**config.mk**
```make
export PLATFORM = sky130hd
export DESIGN_NAME = alu_arbiter
export DESIGN_NICKNAME = d
export VERILOG_FILES = /design/src/rtl/alu_pkg.sv /design/src/rtl/alu_arbiter_alu.sv /design/src/rtl/alu_arbiter.sv
export SDC_FILE = /design/constraint.sdc
export NUM_CORES = 1
export LEC_CHECK = 0
export ABC_AREA = 0
export ABC_CLOCK_PERIOD_IN_PS = 5050
export BUFFER_PORTS_ARGS = -buffer_cell sky130_fd_sc_hd__buf_2
export CORE_UTILIZATION = 58
export CTS_CLUSTER_SIZE = 20
export DETAILED_ROUTE_END_ITERATION = 6
export PLACE_DENSITY_LB_ADDON = 0.2
export SLEW_MARGIN = 10
export SYNTH_ARGS = -nofsm -noshare
export SYNTH_HDL_FRONTEND = slang
export SYNTH_SLANG_ARGS = --single-unit
```
**constraint.sdc**
```tcl
create_clock -name clk -period 5.05 [get_ports clk]
set_input_delay 0.7575 -clock clk [delete_from_list [all_inputs] [get_ports clk]]
set_output_delay 0.7575 -clock clk [all_outputs]
set_load 0.02 [all_outputs]
```
**src/rtl/alu_pkg.sv**
```systemverilog
// ALU opcode set, request bundle and arbiter sizing limit shared by the ALU, its arbiter and clients.
// Pure type/constant package: no logic, no latency, no flow control.
package alu_pkg;

    typedef enum logic [3:0] {
        OP_ADD  = 4'd0,
        OP_SUB  = 4'd1,
        OP_AND  = 4'd2,
        OP_OR   = 4'd3,
        OP_XOR  = 4'd4,
        OP_SLL  = 4'd5,
        OP_SRL  = 4'd6,
        OP_SRA  = 4'd7,
        OP_SLT  = 4'd8,
        OP_SLTU = 4'd9
    } Op;

    localparam int ALU_ARB_MAX_N = 4;

    typedef struct packed {
        Op          op;
        logic [7:0] a;
        logic [7:0] b;
    } AluReq;

endpackage

```
**src/rtl/alu_arbiter_alu.sv**
```systemverilog
// Combinational 8-bit ALU: zero latency, no flow control (result is valid whenever inputs are).
// Shift amounts use all 8 bits of b, so shifts by 8 or more flush to zero / sign fill.
module Alu
    import alu_pkg::*;
(
    input  Op          op,
    input  logic [7:0] a,
    input  logic [7:0] b,
    output logic [7:0] x
);

    always_comb begin
        x = '0;
        case (op)
            OP_ADD:  x = a + b;
            OP_SUB:  x = a - b;
            OP_AND:  x = a & b;
            OP_OR:   x = a | b;
            OP_XOR:  x = a ^ b;
            OP_SLL:  x = a << b;
            OP_SRL:  x = a >> b;
            OP_SRA:  x = $signed(a) >>> b;
            OP_SLT:  x = {7'd0, $signed(a) < $signed(b)};
            OP_SLTU: x = {7'd0, a < b};
            default: x = '0;
        endcase
    end

endmodule

```
**src/rtl/alu_arbiter.sv**
```systemverilog
// Round-robin share of one ALU among N requesters; result registered 1 cycle after accept, tagged with winner id.
// A stalled result (rsp_valid && !rsp_ready) blocks all grants; ALU_ARB_STATS_EN adds per-requester grant counters.
module alu_arbiter
    import alu_pkg::*;
#(
    parameter int N    = 2,
    parameter int ID_W = 2
) (
    input  logic            clk,
    input  logic            rst,
    input  logic [N-1:0]    req_valid,
    output logic [N-1:0]    req_ready,
    input  Op               req_op [N],
    input  logic [7:0]      req_a  [N],
    input  logic [7:0]      req_b  [N],
    output logic            rsp_valid,
    input  logic            rsp_ready,
    output logic [7:0]      rsp_x,
    output logic [ID_W-1:0] rsp_id
`ifdef ALU_ARB_STATS_EN
    ,
    input  logic            stats_clr,
    output logic [15:0]     grant_count [N]
`endif
);

    logic            rsp_valid_q, rsp_valid_d;
    logic [7:0]      rsp_x_q, rsp_x_d;
    logic [ID_W-1:0] rsp_id_q, rsp_id_d;
    logic [ID_W-1:0] prio_q, prio_d;

    logic            can_issue;
    logic            win_vld;
    logic [ID_W-1:0] win_idx;
    logic            accept;
    AluReq           alu_in;
    logic [7:0]      alu_x;

    assign can_issue = !rsp_valid_q || rsp_ready;
    assign accept    = win_vld && can_issue && !rst;

    // First valid requester found scanning upward from prio, wrapping at N.
    always_comb begin
        win_vld = 1'b0;
        win_idx = '0;
        for (int off = 0; off < N; off++) begin
            for (int j = 0; j < N; j++) begin
                if (!win_vld && req_valid[j] && (((int'(prio_q) + off) % N) == j)) begin
                    win_vld = 1'b1;
                    win_idx = ID_W'(j);
                end
            end
        end
    end

    // Idle cycles park the ALU on requester 0; its result is simply not captured.
    always_comb begin
        req_ready = '0;
        alu_in.op = req_op[0];
        alu_in.a  = req_a[0];
        alu_in.b  = req_b[0];
        for (int j = 0; j < N; j++) begin
            if (accept && (win_idx == ID_W'(j))) begin
                req_ready[j] = 1'b1;
                alu_in.op    = req_op[j];
                alu_in.a     = req_a[j];
                alu_in.b     = req_b[j];
            end
        end
    end

    Alu u_alu (
        .op (alu_in.op),
        .a  (alu_in.a),
        .b  (alu_in.b),
        .x  (alu_x)
    );

    always_comb begin
        rsp_valid_d = rsp_valid_q;
        rsp_x_d     = rsp_x_q;
        rsp_id_d    = rsp_id_q;
        prio_d      = prio_q;
        if (accept) begin
            rsp_valid_d = 1'b1;
            rsp_x_d     = alu_x;
            rsp_id_d    = win_idx;
            prio_d      = (win_idx == ID_W'(N - 1)) ? '0 : win_idx + ID_W'(1);
        end else if (rsp_ready && rsp_valid_q) begin
            rsp_valid_d = 1'b0;
        end
    end

    always_ff @(posedge clk) begin
        if (rst) begin
            rsp_valid_q <= 1'b0;
            rsp_x_q     <= '0;
            rsp_id_q    <= '0;
            prio_q      <= '0;
        end else begin
            rsp_valid_q <= rsp_valid_d;
            rsp_x_q     <= rsp_x_d;
            rsp_id_q    <= rsp_id_d;
            prio_q      <= prio_d;
        end
    end

    assign rsp_valid = rsp_valid_q;
    assign rsp_x     = rsp_x_q;
    assign rsp_id    = rsp_id_q;

`ifdef ALU_ARB_STATS_EN
    logic [15:0] gcnt_q [N];
    logic [15:0] gcnt_d [N];

    // Clear beats a coincident accept; counters stick at all-ones.
    always_comb begin
        for (int j = 0; j < N; j++) begin
            gcnt_d[j] = gcnt_q[j];
            if (stats_clr) begin
                gcnt_d[j] = '0;
            end else if (req_ready[j] && (gcnt_q[j] != 16'hFFFF)) begin
                gcnt_d[j] = gcnt_q[j] + 16'd1;
            end
        end
    end

    always_ff @(posedge clk) begin
        for (int j = 0; j < N; j++) begin
            if (rst) begin
                gcnt_q[j] <= '0;
            end else begin
                gcnt_q[j] <= gcnt_d[j];
            end
        end
    end

    assign grant_count = gcnt_q;
`endif

endmodule

```
==> results.py, run 1 <==
metrics = {
    "clock_network": {
        "cts_tree": "yes",
        "cts_buffers": 3,
        "cts_root_buffer": "clkbuf_8",
        "cts_setup_buffers": 0,
        "cts.htree.levels": 1,
        "cts.clk_slew.worst_paths_ns": 0.06,
        "clk_latency_ns": 0.25,
        "clk_path_buf_depth": 2,
        "cts_resized": 0,
        "numClockSinks": 11,
        "cts_hold_buf": 0,
    },
    "cells_and_area": {
        "drive_gt1_frac": 0.196,
        "antennaDiodeCount": 0,
        "finalInstanceArea_um2": 3530,
        "layout_commonest_cell": "nand2_1",
        "area_growth_pct": 10.6,
        "final_core_util": 0.678,
        "layout_common_cells": "65 x nand2_1, 56 x buf_2, 32 x a21oi_1",
        "final_nets": 567,
    },
    "critical_path": {
        "worstPathCellList": "buf_2 > nand2b_1 > nand4_4 > inv_2 > mux2i_1 > inv_1 > ha_1 > inv_1 > fa_1 > o21ba_2 > o21bai_1 > a21oi_1 > nor2_1 > o21ba_2 > o32ai_1 > a41oi_1",
        "cp_slowest_cell": "mux2i_1",
        "cp_top_family": "compound AO/OA/AOI/OAI gates",
        "reg2reg_from": "prio_q[0]",
        "r2r_slack_ns": 1.31,
        "rr_worst_depth": 15,
        "end_kind": "register",
        "rr_endpoint": "rsp_x[6]",
        "worstPathRequired_ns": 5.16,
        "cp.arrival_ns": 4.10,
        "startpoint_type": "primary input",
        "cp_max_fo": 19,
        "critPathBufInv": 4,
        "critPathKind": "in2reg",
        "crit_path_max_incr_delay_ns": 0.51,
    },
    "routing": {
        "drtIter0Drc": 325,
        "drc_errors": 0,
        "top_layer_used": "met4",
        "drtPass1Iterations": 5,
        "ant_nets": 0,
        "vias": 3843,
        "vias_per_cell": 6.80,
        "route.met2.wl_um": 4790,
        "wl_met1_um": 4540,
        "wirelength_um": 10800,
        "wl_per_cell_um": 19.1,
        "wl_met3_um": 1040,
    },
    "yosys": {
        "postSynthAreaPerCell_um2": 7.00,
        "synth-main-ff-cell": "dfxtp_1",
        "synth-edff-count": 0,
        "synth_seq_cells": 11,
        "synth_top_area_share": 0.0941,
        "synth_top_area_cell": "ha_1",
        "synth_nets": 527,
        "yosys_warnings": 0,
        "syn_area_um2": 3190,
        "ys_top_cells_by_area": "ha_1 9.4%, mux2i_1 8.8%, nand2_1 7.6%",
        "synthArstFlopShare": 0,
        "ys_types": 75,
        "netlist_instances": 456,
        "synth_seq_area_share": 0.0690,
    },
    "grt": {
        "grt_pass1_vias": 3449,
        "antenna_found_initial": 0,
        "grt_max_degree": 29,
        "grt_first_pass_wirelength_um": 17400,
        "gr-total-overflow": 0,
        "track_usage": 0.372,
    },
    "power_and_ir_drop": {
        "power_density_nw_per_um2": 140,
        "cellLeakagePower_uw": 0.00153,
        "ir_worst_vdd_v": 0.000135,
        "fin_total_pwr_uw": 494,
    },
    "die": {
        "start_util": 0.613,
        "io_pins": 58,
        "die_w_um": 76.2,
        "coreArea_um2": 5200,
        "die_area_um2": 5800,
        "core.rowCount": 26,
        "die_y_um": 76.2,
    },
    "sta": {
        "worst_slew_pin_slew_ns": 0.952,
        "rsz0062_at_grt": "no",
        "setup_viol": 0,
        "fin_crit_ns": 4.00,
        "slew_violations": 0,
        "clock.fmax_mhz": 250,
        "fin_skew_ns": 0.00556,
        "fin_setup_tns_ns": 0,
        "finalHoldViolations": 0,
        "timing.hold.ws_ns": 0.486,
        "relSlewSlack": 0.359,
        "fin_crit_sh": 0.792,
    },
    "place": {
        "port_buffers": 56,
        "hpwl_um": 8400,
        "gp_congestion": 0.963,
        "place_area_um2": 3480,
    },
    "flow_run": {
        "maxCapViolations": 0,
    },
    "min_path": {
        "worst_hold_path.endpoint": "rsp_id[0]",
        "whs_path_depth": 2,
        "min_path_type": "reg2reg",
        "hp-start": "rsp_id[0]",
    },
    "status": {
        "status": "complete, no violations",
    },
}
[power breakdown]
part           total, uW  internal (uW)  switching [uW]
Sequential          94.7           91.6            3.05
Combinational        308            119             188
Clock               91.8           54.5            37.3
Total                494            265             229
[tightest hold or removal path: stages (launching register included)]
cell and delay, ns:
dfxtp_1 0.32, a21oi_1 0.06, nor2_1 0.07
[flip-flops by register name, indices dropped and copies added (netlist names)]
| name | cells |
|---|---|
| rsp_id | 1 |
| rsp_x | 8 |
| prio_q | 1 |
| rsp_valid | 1 |
[cell families (layout without fill, tap and decap cells)]
kind of cell,after synthesis,after routing,synth area share
AO/OA/AOI/OAI,135,135,0.289
XOR/XNOR,4,4,0.0110
adder cells (fa/ha/maj),26,26,0.107
buffers and inverters,55,94,0.0721
flip-flops,11,11,0.0690
multiplexers,47,47,0.167
other,1,1,0.00117
AND/OR/NAND/NOR,177,177,0.285
[cell usage after synthesis (6+ instances only)]
library cell,number
a31oi_1,7
nand2b_1,9
o21a_1,6
nand4_1,6
a21oi_1,32
mux2i_1,28
clkbuf_1,13
o22ai_1,8
a211oi_1,6
nor2b_1,9
nor3_1,18
buf_2,10
or3_1,6
nand2_1,65
inv_1,24
mux2_2,14
dfxtp_1,11
nor4_1,8
nor2_1,28
ha_1,24
o21ai_0,21
[how the worst max path moves through the flow]
stage / endpoint / cells after the start / slack [ns] / startpoint
3_5_place_dp: rsp_x[6] / 16 / 0.90 / rsp_ready
3_3_place_gp: rsp_x[6] / 16 / 1.01 / rsp_ready
6_report: rsp_x[6] / 16 / 1.05 / rsp_ready
5_1_grt: rsp_x[6] / 16 / 0.88 / rsp_ready
4_1_cts: rsp_x[6] / 16 / 1.13 / rsp_ready
2_1_floorplan: rsp_x[6] / 18 / 1.29 / rst
[through the flow]
| stage | setup WS (ns) | std cells |
|---|---|---|
| CTS | 1.13 | 565 |
| detailed placement | 0.900 | 561 |
| global placement | 1.01 | 561 |
| finish | 1.05 | 565 |
| global route | 0.881 | 565 |
| floorplan | 1.29 | 456 |
[layout make-up]
type	count	area, um2
fill	506	1680
multi-input combinational	390	2740
tap	70	87.6
timing repair buffer	63	333
inverter	27	101
clock buffer	3	41.3
clock inverter	1	5.00
sequential	11	220
[routing by layer]
layer	vias up	GRT usage
met3	29	0.0575
li1	1786	-
met4	0	0.138
met2	249	0.609
met5	-	0
met1	1779	0.491
(Power assumes the default switching activity.)
==> run 2, diff against run 1 <==
--- a/config.mk
+++ b/config.mk
@@ -6,9 +6,9 @@
 export NUM_CORES = 1
 export LEC_CHECK = 0
 export ABC_AREA = 0
-export ABC_CLOCK_PERIOD_IN_PS = 5050
+export ABC_CLOCK_PERIOD_IN_PS = 3300
 export BUFFER_PORTS_ARGS = -buffer_cell sky130_fd_sc_hd__buf_2
-export CORE_UTILIZATION = 58
+export CORE_UTILIZATION = 53
 export CTS_CLUSTER_SIZE = 20
 export DETAILED_ROUTE_END_ITERATION = 6
 export PLACE_DENSITY_LB_ADDON = 0.2
==> constraint.sdc (replaced) <==
create_clock -name clk -period 3.3 [get_ports clk]
set_input_delay 0.495 -clock clk [delete_from_list [all_inputs] [get_ports clk]]
set_output_delay 0.495 -clock clk [all_outputs]
set_load 0.02 [all_outputs]
==> results.py, run 2 (synthesized netlist as in run 1, its figures left out) <==
metrics = {
    "die": {
        "core.rowCount": 27,
        "coreArea_um2": 5640,
        "die_w_um": 79.6,
        "die_area_um2": 6340,
        "start_util": 0.566,
        "io_pins": 58,
        "die_y_um": 79.6,
    },
    "grt": {
        "antenna_found_initial": 0,
        "gr-total-overflow": 0,
        "grt_pass1_vias": 3596,
        "grt_max_degree": 33,
        "grt_first_pass_wirelength_um": 18600,
        "track_usage": 0.380,
    },
    "cells_and_area": {
        "antennaDiodeCount": 0,
        "layout_common_cells": "65 x nand2_1, 56 x buf_2, 32 x a21oi_1",
        "final_nets": 586,
        "drive_gt1_frac": 0.224,
        "finalInstanceArea_um2": 3690,
        "area_growth_pct": 15.5,
        "largest_register_ff_count": 8,
        "final_core_util": 0.653,
        "layout_commonest_cell": "nand2_1",
    },
    "sta": {
        "worst_slew_pin_slew_ns": 0.841,
        "relSlewSlack": 0.437,
        "fin_skew_ns": 0.00670,
        "timing.hold.ws_ns": 0.492,
        "fin_setup_tns_ns": 0,
        "rsz0062_at_grt": "no",
        "finalHoldViolations": 0,
        "clock.fmax_mhz": 332,
        "slew_violations": 0,
        "setup_viol": 0,
        "fin_crit_ns": 3.01,
        "fin_crit_sh": 0.912,
    },
    "clock_network": {
        "clk_path_buf_depth": 2,
        "numClockSinks": 11,
        "clk_latency_ns": 0.25,
        "cts_resized": 0,
        "cts.clk_slew.worst_paths_ns": 0.06,
        "cts_root_buffer": "clkbuf_8",
        "cts_tree": "yes",
        "cts.htree.levels": 1,
        "cts_hold_buf": 0,
        "cts_buffers": 3,
        "cts_setup_buffers": 0,
    },
    "critical_path": {
        "cp-startpoint": "rsp_ready",
        "startpoint_type": "primary input",
        "reg2reg_from": "prio_q[0]",
        "end_kind": "register",
        "r2r_slack_ns": 0.32,
        "worstPathRequired_ns": 3.46,
        "critPathKind": "in2reg",
        "cp_max_fo": 14,
        "cp.arrival_ns": 3.17,
    },
    "min_path": {
        "min_path_type": "reg2reg",
        "hp-start": "rsp_x[3]",
    },
    "routing": {
        "drc_errors": 10,
        "drtIter0Drc": 356,
        "drtPass1Iterations": 7,
        "vias": 3891,
        "wirelength_um": 11800,
        "wl_per_cell_um": 20.2,
        "vias_per_cell": 6.64,
        "ant_nets": 0,
    },
    "status": {
        "status": "finished with violations",
        "violations": "DRC",
    },
    "place": {
        "gp_congestion": 0.998,
        "hpwl_um": 9500,
        "port_buffers": 56,
        "place_area_um2": 3640,
    },
    "power_and_ir_drop": {
        "ir_worst_vdd_v": 0.000205,
        "power_density_nw_per_um2": 215,
        "cellLeakagePower_uw": 0.00162,
    },
    "flow_run": {
        "maxCapViolations": 0,
    },
}
## run 2: worst paths after layout
check | endpoint | cells after the start
max | rsp_x[7] | 14
min | rsp_x[3] | 1
max reg2reg | rsp_x[0] | 12
min reg2reg | rsp_x[3] | 1
## run 2: cell type report
cell class              count  area, um2
flip-flops and latches     11        220
fillers                   549       1960
repair buffers             82        488
clock buffers               4       45.0
multi-input cells         390       2740
well taps                  72       90.1
inverters                  27        101
## run 2: through the flow
step	std cells	worst slack (ns)	power [uW]
floorplan	456	0.0124	468
global placement	582	0.142	628
detailed placement	582	0.0751	634
CTS	586	0.323	782
global route	586	0.148	841
finish	586	0.290	794
## run 2: worst max-delay path, stage by stage
cell	delay, ns
buf_2	0.09
nand2b_1	0.20
nand4_4	0.19
buf_4	0.24
nor2_1	0.06
a21o_1	0.18
ha_1	0.30
nor2b_1	0.14
o21ai_0	0.24
a21oi_1	0.16
o41a_1	0.34
mux2i_1	0.14
o2111a_1	0.15
a311oi_1	0.25
## run 2: power breakdown
group	switching, uW	internal [uW]	leakage (uW)
combinational	299	202	0.00151
clock	62.8	85.6	0.0000228
sequential	4.08	140	0.0000897
total	366	428	0.00162
## run 2: per-layer routing
| metal | share of wire | routed length (um) | global-route usage |
|---|---|---|---|
| met5 | 0 | 0 | 0 |
| met4 | 0.042 | 497 | 0.165 |
| met2 | 0.43 | 5140 | 0.604 |
| met3 | 0.10 | 1210 | 0.0674 |
| met1 | 0.42 | 5000 | 0.498 |
